[src/rtl/ps2_char_input.sv]
// PS/2 keyboard front end: frame receiver, make-code decoder, character FIFO
// and paced newchar/char delivery toward the processor.
module ps2_char_input #(
    parameter int FIFO_DEPTH     = 4,
    parameter int GAP_CYCLES     = 8,
    parameter int TIMEOUT_CYCLES = 5000
) (
    input  logic        clk,
    input  logic        rst,
    input  logic        ps2_clk,
    input  logic        ps2_data,
    output logic        newchar,
    output logic [15:0] char,
    output logic        overflow,
    output logic        frame_err
);

    localparam int AW = (FIFO_DEPTH > 2) ? $clog2(FIFO_DEPTH) : 1;
    localparam int GW = $clog2(GAP_CYCLES + 1);
    localparam int TW = $clog2(TIMEOUT_CYCLES + 1);
    localparam logic [AW:0]   CNT_ONE  = (AW+1)'(1);
    localparam logic [AW:0]   CNT_FULL = (AW+1)'(FIFO_DEPTH);
    localparam logic [GW-1:0] GAP_LOAD = GW'(GAP_CYCLES);
    localparam logic [TW-1:0] TMO_MAX  = TW'(TIMEOUT_CYCLES);

    typedef enum logic [1:0] {IDLE, DATA, PARITY, STOP} state_t;

    logic [1:0] clk_sync;
    logic [1:0] dat_sync;
    logic       clk_prev;
    logic       fall;
    logic       bit_in;

    always_ff @(posedge clk or negedge rst) begin
        if (!rst) begin
            clk_sync <= 2'b11;
            dat_sync <= 2'b11;
            clk_prev <= 1'b1;
        end else begin
            clk_sync <= {clk_sync[0], ps2_clk};
            dat_sync <= {dat_sync[0], ps2_data};
            clk_prev <= clk_sync[1];
        end
    end

    assign fall   = clk_prev & ~clk_sync[1];
    assign bit_in = dat_sync[1];

    state_t        state, state_n;
    logic [2:0]    bitcnt, bitcnt_n;
    logic [7:0]    shreg, shreg_n;
    logic          par_bit, par_n;
    logic [TW-1:0] tmo, tmo_n;
    logic          byte_ok;
    logic          err;
    logic          tmo_hit;

    always_ff @(posedge clk or negedge rst) begin
        if (!rst) begin
            state   <= IDLE;
            bitcnt  <= '0;
            shreg   <= '0;
            par_bit <= 1'b0;
            tmo     <= '0;
        end else begin
            state   <= state_n;
            bitcnt  <= bitcnt_n;
            shreg   <= shreg_n;
            par_bit <= par_n;
            tmo     <= tmo_n;
        end
    end

    always_comb begin
        state_n  = state;
        bitcnt_n = bitcnt;
        shreg_n  = shreg;
        par_n    = par_bit;
        tmo_n    = '0;
        byte_ok  = 1'b0;
        err      = 1'b0;
        tmo_hit  = 1'b0;
        if (state != IDLE && !fall) begin
            tmo_n   = tmo + 1'b1;
            tmo_hit = (tmo_n == TMO_MAX);
        end
        unique case (state)
            IDLE: begin
                if (fall && !bit_in) begin
                    state_n  = DATA;
                    bitcnt_n = '0;
                end
            end
            DATA: begin
                if (fall) begin
                    shreg_n  = {bit_in, shreg[7:1]};
                    bitcnt_n = bitcnt + 1'b1;
                    if (bitcnt == 3'd7) state_n = PARITY;
                end
            end
            PARITY: begin
                if (fall) begin
                    par_n   = bit_in;
                    state_n = STOP;
                end
            end
            STOP: begin
                if (fall) begin
                    state_n = IDLE;
                    // odd parity over data plus parity bit
                    if (bit_in && (^shreg ^ par_bit)) byte_ok = 1'b1;
                    else err = 1'b1;
                end
            end
            default: state_n = IDLE;
        endcase
        if (tmo_hit) begin
            state_n = IDLE;
            tmo_n   = '0;
            err     = 1'b1;
        end
    end

    logic        ext, ext_n;
    logic        brk, brk_n;
    logic        push;
    logic [15:0] push_data;

    always_comb begin
        ext_n     = ext;
        brk_n     = brk;
        push      = 1'b0;
        push_data = {(ext ? 8'hE0 : 8'h00), shreg};
        if (tmo_hit) begin
            ext_n = 1'b0;
            brk_n = 1'b0;
        end else if (byte_ok) begin
            if (shreg == 8'hE0) begin
                ext_n = 1'b1;
            end else if (shreg == 8'hF0) begin
                brk_n = 1'b1;
            end else if (brk) begin
                ext_n = 1'b0;
                brk_n = 1'b0;
            end else begin
                push  = 1'b1;
                ext_n = 1'b0;
            end
        end
    end

    always_ff @(posedge clk or negedge rst) begin
        if (!rst) begin
            ext <= 1'b0;
            brk <= 1'b0;
        end else begin
            ext <= ext_n;
            brk <= brk_n;
        end
    end

    logic [15:0]   mem [FIFO_DEPTH];
    logic [AW-1:0] wp, rp;
    logic [AW:0]   count;
    logic [GW-1:0] gap;
    logic          full, empty, pop, push_ok;

    assign full    = (count == CNT_FULL);
    assign empty   = (count == '0);
    assign pop     = !empty && (gap == '0);
    assign push_ok = push && (!full || pop);

    always_ff @(posedge clk) begin
        if (push_ok) mem[wp] <= push_data;
    end

    always_ff @(posedge clk or negedge rst) begin
        if (!rst) begin
            wp       <= '0;
            rp       <= '0;
            count    <= '0;
            overflow <= 1'b0;
        end else begin
            if (push_ok) wp <= AW'((32'(wp) + 1) % FIFO_DEPTH);
            if (pop) rp <= AW'((32'(rp) + 1) % FIFO_DEPTH);
            unique case ({push_ok, pop})
                2'b10:   count <= count + CNT_ONE;
                2'b01:   count <= count - CNT_ONE;
                default: count <= count;
            endcase
            if (push && full && !pop) overflow <= 1'b1;
        end
    end

    always_ff @(posedge clk or negedge rst) begin
        if (!rst) begin
            newchar   <= 1'b0;
            char      <= '0;
            gap       <= '0;
            frame_err <= 1'b0;
        end else begin
            frame_err <= err;
            newchar   <= pop;
            if (pop) begin
                char <= mem[rp];
                gap  <= GAP_LOAD;
            end else if (gap != '0) begin
                gap <= gap - 1'b1;
            end
        end
    end

endmodule

[config.mk]
export PLATFORM = sky130hd
export DESIGN_NAME = ps2_char_input
export DESIGN_NICKNAME = d
export VERILOG_FILES = /design/src/rtl/ps2_char_input.sv
export SDC_FILE = /design/constraint.sdc
export NUM_CORES = 1
export LEC_CHECK = 0
export ABC_AREA = 1
export CORE_MARGIN = 2
export CORE_UTILIZATION = 50
export CTS_CLUSTER_DIAMETER = 80
export DETAILED_ROUTE_END_ITERATION = 10
export DONT_BUFFER_PORTS = 1
export REMOVE_ABC_BUFFERS = 1
export SETUP_SLACK_MARGIN = 0.2
export SLEW_MARGIN = 15
export SYNTH_ARGS = -nofsm -noshare
export SYNTH_HDL_FRONTEND = slang
export SYNTH_SLANG_ARGS = --single-unit
[constraint.sdc]
create_clock -name clk -period 4.85 [get_ports clk]
set_clock_uncertainty 0.2 [all_clocks]
set_input_delay 0.485 -clock clk [delete_from_list [all_inputs] [get_ports clk]]
set_output_delay 0.485 -clock clk [all_outputs]
set_load 0.01 [all_outputs]
Word-level counts from Yosys, hierarchy flattened
Memory sizes are Yosys's and may differ from the RTL's. A register that Yosys moved wholly into a read port is not among the register bits. Cells that the tools add are included.

Reduce and logical (&&, ||, !) cells: 30. $add $sub $neg: 7. Multiplexer cells: 39. Eq/ne operators: 19. Bitwise operators: 3.

Operator list (count): 2-to-1 mux 13 bit (2); 2-to-1 mux 1 bit (23); != test 3 bit (second input constant) (6); == test 8 bit (second input constant) (2); adder 13 x 1 -> 13 bit (second input constant) (1); == test 13 bit (second input constant) (1); 2-to-1 mux 2 bit (6); one-hot mux 3 bit (2 select lines) (2); nonzero test 2 bit (5); 2-to-1 mux 4 bit (2); 2-to-1 mux 8 bit (1); one-hot mux 2 bit (4 select lines) (1); AND reduction 2 bit (4); XOR reduction 8 bit (1); logical AND 1 bit (7); adder 3 x 1 -> 3 bit (second input constant) (2); == test 2 bit (second input constant) (3); == test 3 bit (second input constant) (2); zero test 1 bit (6); 2-to-1 mux 3 bit (2); != test 2 bit (second input constant) (3); AND reduction 5 bit (1); adder 2 x 1 -> 2 bit (second input constant) (2); == test 2 x 1 -> 1 bit (second input constant) (2); other kinds (11) (11).

Memories: 1. Register bits after elaboration: 48. Memory bits (writable): 64. Word-level logic and storage cells: 116. Output and inout port bits: 19.

Memory list: mem (words 4, width 16, rd ports 1, clocked after Yosys merged registers in 1, write ports 1, line 162) `logic [15:0] mem [FIFO_DEPTH];`.

Longest topological paths before layout
Gate-level depths: netlist of the first run.

Word-level depth: 11. Gate-level depth with buffers: 14.

Worst setup path after synthesis of the first run
No wires, ideal clock.

Kind: register to register. Start: reg shreg[4]. End: reg count[2]. Stages on the path, launching flop included: 14. Data arrival time: 2.506 ns. Library setup time: 0.131 ns. Slack: 2.014 ns. Buffers on the path: 0. Period minus slack after synthesis: 2.836 ns. Cell sequence: dfrtp_1 -> inv_1 -> ha_1 -> xnor2_1 -> xnor2_1 -> nand2_1 -> nand4_1 -> inv_1 -> nand3_4 -> ha_1 -> fa_1 -> a21oi_1 -> o21ai_0 -> xor2_1.

Word-level cells in the longest chain between the ends: 11.

Ends and longest elaborated chain: from (decl) (line 51) `logic [7:0] shreg, shreg_n;`; from (signal assigned) (line 68) `shreg <= shreg_n;`; XOR reduction 8 bit (line 111) `if (bit_in && (^shreg ^ par_bit)) byte_ok = 1'b1;`; bitwise XOR 1 bit (line 111); logical AND 1 bit (line 111); 2-to-1 mux 1 bit (line 111); 2-to-1 mux 1 bit (line 108) `if (fall) begin`; 2-to-1 mux 1 bit (line 87) `unique case (state)`; 2-to-1 mux 1 bit (*) (line 137) `end else if (byte_ok) begin`; 2-to-1 mux 1 bit (*) (line 134) `if (tmo_hit) begin`; logical AND 1 bit (*) (line 171) `assign push_ok = push && (!full || pop);`; == test 2 x 1 -> 1 bit / == test 2 bit (equally long branches) (line 186) `unique case ({push_ok, pop})`; one-hot mux 3 bit (2 select lines) / nonzero test 2 bit (equally long branches); to (signal assigned) (line 187) `2'b10: count <= count + CNT_ONE;`; to (signal assigned) (line 188) `2'b01: count <= count - CNT_ONE;`; to (signal assigned) (line 189) `default: count <= count;`; to (decl) (line 164) `logic [AW:0] count;`.

Every way passes the cells marked *; elsewhere a longest branch is shown, timed or not. A chain may end at the register's enable or synchronous reset.

Worst setup path in the final report of the first run
Start: reg shreg[2]. End: reg count[2].

The elaborated chain is that of the path after synthesis.

==> summary.md, run 1 <==
| Metric | Value |
|---|---|
| Run status | `finished clean` |
| HPWL after detailed placement | `4708 um` |
| Fin crit period | `3.074 ns` |
| Main combinational cell family by area after synthesis | `simple AND/OR/NAND/NOR gates` |
| Crit end category | `flip-flop` |
| Vias/cell | `4.980` |
| Initial core utilization | `0.5183` |
| Routed WL per cell | `12.91 um` |
| Vias in the first global route | `2627` |
| Mapped Area | `4280 um2` |
| Ys flop type | `dfrtp_1` |
| Cells after DPL | `531` |
| Skew-Pair Late Insertion Delay | `0.36 ns` |
| Count of final setup violators | `0` |
| Hold Crit Depth | `0` |
| Ant. Diodes | `0` |
| Total power | `2.352 mW` |
| Total grt overflow | `0` |
| Ys async rst share | `0.6129` |
| PwrDens | `512.1 nW/um2` |
| Max Fclk | `0.3253 GHz` |
| Syn Area/Cell | `9.840 um2` |
| Pins Over Slew Limit | `0` |
| Reg2Reg Depth | `13` |
| FP Rows | `33` |
| DR pass1 iterations | `4` |
| Global-route wire length before repair | `11970 um` |
| Filler cells | `715` |
| Critical Path Start Type | `flip-flop` |
| Die X | `96.53 um` |
| Final hold violations | `0` |
| Most area-consuming cells after synthesis | `dfrtp_1, edfxtp_1, nor2_1` |
| FF+latch count, synth | `93` |
| Critical Path AT | `3.12 ns` |
| Routed WL | `7116 um` |
| Share of layout cells above drive strength 1 | `0.08520` |
| Synth warn | `0` |
| Largest net degree at the start of global routing | `58` |
| Synth Area in Simple Gates | `0.1865` |
| Post-Synthesis Cells | `435` |
| Post-synth top area cell | `dfrtp_1` |
| Hold Crit Endpoint | `clk_sync[1]` |
| WP data required | `4.90 ns` |
| Mux cell area share after synthesis | `0.002631` |
| Longest Clk Path Bufs | `2` |
| Initial drt markers | `97` |
| Register area share after synthesis | `0.5873` |
| Hold_sp | `clk_sync[0]` |
| Layout Cells excl Fill | `551` |
| CTS Sinks | `93` |
| RR Endpoint | `count[2]` |
| Clk pin slew, worst setup/hold paths | `0.10 ns` |
| Final ANT Viol Nets | `0` |
| XOR/XNOR share of the synthesized area | `0.02046` |
| CTS tree | `done` |
| Complex-gate fraction of the synthesized area | `0.08156` |
| I/O pin cnt | `23` |
| HP Class | `flip-flop to flip-flop` |
| Post-layout net count | `465` |
| Area delta synth->final | `7.278%` |
| Yosys top cell area share | `0.3040` |
| Tot GR Track Use | `0.1732` |
| Post-route design area | `4592 um2` |
| Die area | `9317 um2` |
| RSZ-0062 raised after global routing | `false` |
| Core Region | `8258 um2` |
| DR vias | `2744` |
| Post-route clock period utilization | `0.6339` |
| IO buf count | `0` |
| CP Max Fanout | `8` |
| Worst reg2reg path startpoint | `shreg[2]` |
| Initial antenna violation count | `0` |
| Count leader, synth | `nor2_1` |
| Static leakage | `1.945 nW` |
| Final Wtd Congestion | `0.7507` |
| Sum of negative setup slack | `0 ns` |
| Drt drc | `0` |
| # H-tree levels | `3` |
| Adder-cell share of the synthesized area | `0.06022` |
| Placed inst area | `4352 um2` |
| EDFF count, synth | `36` |
| Tightest Pin Transition | `0.9258 ns` |
| Height of the die | `96.53 um` |
| Synth top cells by count | `nor2_1, nand2_1, dfrtp_1` |
| Clock root cell | `clkbuf_8` |
| Netlist cell types | `35` |
| Postcts setup bufs | `0` |
| Kind of critical path | `flip-flop to flip-flop` |
| Max_cap viols | `0` |
| R2R setup slack | `1.78 ns` |
| Peak VDD IR | `279.7 uV` |
| Worst relative slew slack | `0.3805` |
| Num CTS Buffers | `9` |
[worst max-delay path, stage by stage (launching register included)]
cell and delay (ns):
dfrtp_1 0.43, inv_1 0.08, ha_1 0.31, xnor2_1 0.32, xor2_1 0.11, nand2_1 0.09, nand4_1 0.13, inv_1 0.18
nand3_4 0.13, ha_1 0.25, fa_1 0.38, a21oi_1 0.12, o21ai_0 0.10, xor2_1 0.15
[repair_timing]
action	CTS	global route
setup endpoints to repair	0	0
hold buffers	4	0
endpoints found under the hold margin	59	0
gates resized for setup	0	0
[cell type report]
cell class                      count  area, um2  area share
Timing Repair Buffer                5      65.06     0.01417
Clock buffer                        9      123.9     0.02698
Clock inverter                      7      58.81     0.01281
Tap cell                          105      131.4     0.02861
Sequential cell                    93       2514      0.5474
Inverter                           47      176.4     0.03842
Multi-Input combinational cell    285       1523      0.3316
[through the flow]
stage | setup WS [ns] | utilization | hold WS (ns)
floorplan | 1.848 | - | -0.01059
finish | 1.776 | 0.5561 | 0.1593
global route | 1.516 | 0.5561 | 0.1646
CTS | 1.727 | 0.5561 | 0.1603
detailed placement | 1.755 | 0.5270 | -0.009190
global placement | 1.828 | 0.5270 | -0.009258
[registers in the layout (all words and copies together) (netlist names), 3 cells and up]
register  cells
bitcnt        3
char          9
count         3
gap           4
mem          36
shreg         8
tmo          13
[kinds of logic after synthesis]
kind of cell	Yosys count
and+or+nand+nor	185
DFF	93
AOI/OAI and AO/OA	64
buffers and inverters	61
adders and majority gates	20
xor gates and xnor gates	10
other	1
muxes	1
[worst max-delay path by stage]
stage | cells past startpoint | startpoint | endpoint
2_1_floorplan | 9 | gap[0] | count[1]
3_3_place_gp | 13 | shreg[2] | count[2]
3_5_place_dp | 9 | shreg[2] | mem[1][3]
4_1_cts | 9 | shreg[2] | mem[1][1]
5_1_grt | 9 | shreg[2] | mem[1][4]
6_report | 13 | shreg[2] | count[2]
[cell usage in the layout, fill, tap and decap left out, drive strengths merged]
| master | synthesis | layout |
|---|---|---|
| dfrtp | 52 | 52 |
| a21oi | 13 | 13 |
| buf | 10 | 2 |
| o21bai | 3 | 3 |
| mux2 | 1 | 1 |
| nand2 | 72 | 72 |
| nand3 | 15 | 15 |
| o21ai | 35 | 35 |
| fa | 1 | 1 |
| clkbuf | 4 | 9 |
| nand4 | 4 | 4 |
| nor3 | 5 | 5 |
| dfstp | 5 | 5 |
| ha | 19 | 19 |
| a31oi | 9 | 9 |
| inv | 46 | 48 |
| nor2 | 86 | 86 |
| o22ai | 1 | 1 |
| xnor2 | 5 | 5 |
| xor2 | 5 | 5 |
| nand3b | 1 | 1 |
| o211ai | 1 | 1 |
| dlygate4sd3 | 0 | 3 |
| or2 | 2 | 2 |
| clkinv | 1 | 5 |
| o21a | 1 | 1 |
| edfxtp | 36 | 36 |
| conb | 1 | 5 |
| clkinvlp | 0 | 1 |
| o31a | 1 | 1 |
[layer usage]
metal  GRT usage  part of all wire  vias to the layer above
met3     0.03026             0.022                       13
met4     0.08451             0.022                        0
met1      0.2140              0.47                     1271
li1            -                 -                     1425
met2      0.2946              0.48                       35
met5           0                 0                        -
[where the power goes]
group,switching [mW],internal [mW]
registers,0.192,0.991
logic,0.406,0.284
clock network,0.286,0.193
No activity file was read; power rests on OpenSTA's default activity.
==> run 2, diff against run 1 <==
PLACE_DENSITY = 0.68   (was unset)
clock period = 2.63 ns   (was 4.85 ns; I/O delays follow)
==> summary.md, run 2 (same netlist as run 1, synthesis figures left out) <==
| Metric | Value |
|---|---|
| Run status | `finished clean (unchanged)` |
| Initial drt markers | `122 (was 97)` |
| Final hold violations | `0 (unchanged)` |
| CP peak stage delay | `0.40 ns (was 0.43 ns)` |
| FP Rows | `33 (unchanged)` |
| Die area | `9317 um2 (unchanged)` |
| Area delta synth->final | `16.72% (was 7.278%)` |
| DR pass1 iterations | `4 (unchanged)` |
| Clk pin slew, worst setup/hold paths | `0.09 ns (was 0.10 ns)` |
| Static leakage | `2.121 nW (was 1.945 nW)` |
| CTS tree | `done (unchanged)` |
| Initial core utilization | `0.5183 (unchanged)` |
| IO buf count | `0 (unchanged)` |
| Critical-path cell list | `inv_2, ha_4, xnor2_4, xor2_1, nand2_1, nand4_1, inv_2, nand3_4, ha_4, fa_2, a21oi_2, o21ai_1, xor2_1 (was inv_1, ha_1, xnor2_1, xor2_1, nand2_1, nand4_1, inv_1, nand3_4, ha_1, fa_1, a21oi_1, o21ai_0, xor2_1)` |
| Most common cell after layout, fill and taps aside | `nor2_1 (unchanged)` |
| Pins Over Slew Limit | `0 (unchanged)` |
| I/O pin cnt | `23 (unchanged)` |
| Final ANT Viol Nets | `0 (unchanged)` |
| Fin crit period | `2.613 ns (was 3.074 ns)` |
| Largest net degree at the start of global routing | `58 (unchanged)` |
| # H-tree levels | `3 (unchanged)` |
| Worst relative slew slack | `0.6654 (was 0.3805)` |
| Top Registers | `mem: 36 flops, tmo: 13 flops, char: 9 flops (unchanged)` |
| Vias in the first global route | `2900 (was 2627)` |
| RSZ-0062 raised after global routing | `true (was false)` |
| Placed inst area | `4517 um2 (was 4352 um2)` |
| Max_cap viols | `0 (unchanged)` |
| Core Region | `8258 um2 (unchanged)` |
| Ant. Diodes | `0 (unchanged)` |
| Total power | `4.816 mW (was 2.352 mW)` |
| Routed WL per cell | `13.55 um (was 12.91 um)` |
| Clock root cell | `clkbuf_8 (unchanged)` |
| Critical Path Start Type | `flip-flop (unchanged)` |
| Worst Setup Slack, final | `0.01743 ns (was 1.776 ns)` |
| Most frequent cells in the layout | `nor2_1, nand2_1, dfrtp_1, inv_1, edfxtp_1 (unchanged)` |
| Tightest Pin Transition | `0.5013 ns (was 0.9258 ns)` |
| Num CTS Buffers | `9 (unchanged)` |
| DR vias | `2964 (was 2744)` |
| Tot GR Track Use | `0.1843 (was 0.1732)` |
| CP Max Fanout | `2 (was 8)` |
| Total grt overflow | `0 (unchanged)` |
| WP buf/inv | `2 (unchanged)` |
| Cells after DPL | `553 (was 531)` |
| Fin Hold WS | `0.1601 ns (was 0.1593 ns)` |
| Final Wtd Congestion | `0.7801 (was 0.7507)` |
| Share of layout cells above drive strength 1 | `0.1828 (was 0.08520)` |
| Vias/cell | `5.102 (was 4.980)` |
| Height of the die | `96.53 um (unchanged)` |
| Max Fclk | `0.3828 GHz (was 0.3253 GHz)` |
| Crit end category | `flip-flop (unchanged)` |
| Longest Clk Path Bufs | `2 (unchanged)` |
| Global-route wire length before repair | `13050 um (was 11970 um)` |
| CTS Sinks | `93 (unchanged)` |
| Skew-Pair Late Insertion Delay | `0.35 ns (was 0.36 ns)` |
| Count of final setup violators | `0 (unchanged)` |
| HP Class | `flip-flop to flip-flop (unchanged)` |
| Drt drc | `0 (unchanged)` |
| Die X | `96.53 um (unchanged)` |
| Post-route design area | `4996 um2 (was 4592 um2)` |
| Post-layout net count | `495 (was 465)` |
| Pre-CTS setup slack | `-0.2126 ns (was 1.755 ns)` |
| Slowest cell on the critical path | `dfrtp_1 (unchanged)` |
| CP delay by family, top | `adder cells (unchanged)` |
| HPWL after detailed placement | `5001 um (was 4708 um)` |
| WP data required | `2.67 ns (was 4.90 ns)` |
| Layout Cells excl Fill | `581 (was 551)` |
| PwrDens | `964.0 nW/um2 (was 512.1 nW/um2)` |
| Peak VDD IR | `426.1 uV (was 279.7 uV)` |
| Most flops, register | `mem (unchanged)` |
| Critical Path AT | `2.65 ns (was 3.12 ns)` |
| Post-route clock period utilization | `0.9934 (was 0.6339)` |
| Routed WL | `7874 um (was 7116 um)` |
| Max reg flops | `36 (unchanged)` |
| Kind of critical path | `flip-flop to flip-flop (unchanged)` |
| Initial antenna violation count | `0 (unchanged)` |
run 2: cell count changes in the layout (fill, tap and decap cells not counted), moves of 2 or more:
cell | previous run | this run
nor2_4 | 1 | 5
nor2_1 | 80 | 76
ha_1 | 19 | 14
inv_2 | 0 | 6
buf_6 | 0 | 8
inv_6 | 1 | 4
xnor2_4 | 0 | 2
ha_4 | 0 | 5
buf_4 | 1 | 23
inv_1 | 46 | 40
clkinv_4 | 3 | 1
xnor2_1 | 5 | 3
run 2: layout make-up:
type,instances,area [um2]
fill,656,3262
multi-input combinational,285,1659
sequential,93,2514
inverter,47,176.4
tap,105,131.4
timing repair buffer,35,320.3
clock inverter,7,71.32
clock buffer,9,123.9
run 2: report_power, final:
| part | leakage (nW) | switching [mW] | total, mW | internal (mW) |
|---|---|---|---|---|
| logic | 0.958 | 0.988 | 1.79 | 0.804 |
| registers | 1.06 | 0.273 | 2.10 | 1.83 |
| clock network | 0.0999 | 0.549 | 0.923 | 0.374 |
| total | 2.12 | 1.81 | 4.82 | 3.01 |
run 2: what timing repair did:
| item | 4_1_cts | 5_1_grt |
|---|---|---|
| endpoints found under the setup margin | 38 | 38 |
| hold endpoints to repair | 59 | 0 |
| resized for setup | 18 | 24 |
| hold buffers | 4 | 0 |
| setup buffers | 3 | 1 |
| cloned | 0 | 4 |
| pin swaps | 3 | 0 |
run 2: path summary, 6_finish.rpt:
check	from	endpoint	slack (ns)	depth (start not counted)
max reg2reg	shreg[1]	count[2]	0.02	13
min	clk_sync[0]	clk_sync[1]	0.16	0
min reg2reg	clk_sync[0]	clk_sync[1]	0.16	0
max	shreg[1]	count[2]	0.02	13
max in group asynchronous	rst	clk_sync[0]	1.69	2
min in group asynchronous	rst	rp[0]	0.23	2
run 2: per-stage QoR:
stage / setup TNS (ns) / util
2_1_floorplan: -0.5782 / -
3_3_place_gp: -0.1358 / 0.5470
3_5_place_dp: -0.3607 / 0.5470
4_1_cts: 0 / 0.5927
5_1_grt: -0.2946 / 0.6050
6_report: 0 / 0.6050
run 2: per-layer routing:
metal	GRT usage	up-vias	wire length, um
met4	0.07042	0	208
met3	0.03491	15	281
met1	0.2243	1409	3423
met2	0.3247	60	3961
met5	0	-	0
li1	-	1480	-
run 2: worst register-to-register path, cell delays in order, from the launching register on:
cell and delay, ns:
dfrtp_1 0.40, inv_2 0.08, ha_4 0.21, xnor2_4 0.15, xor2_1 0.17, nand2_1 0.09
nand4_1 0.14, inv_2 0.11, nand3_4 0.07, ha_4 0.17, fa_2 0.36, a21oi_2 0.13
o21ai_1 0.08, xor2_1 0.14
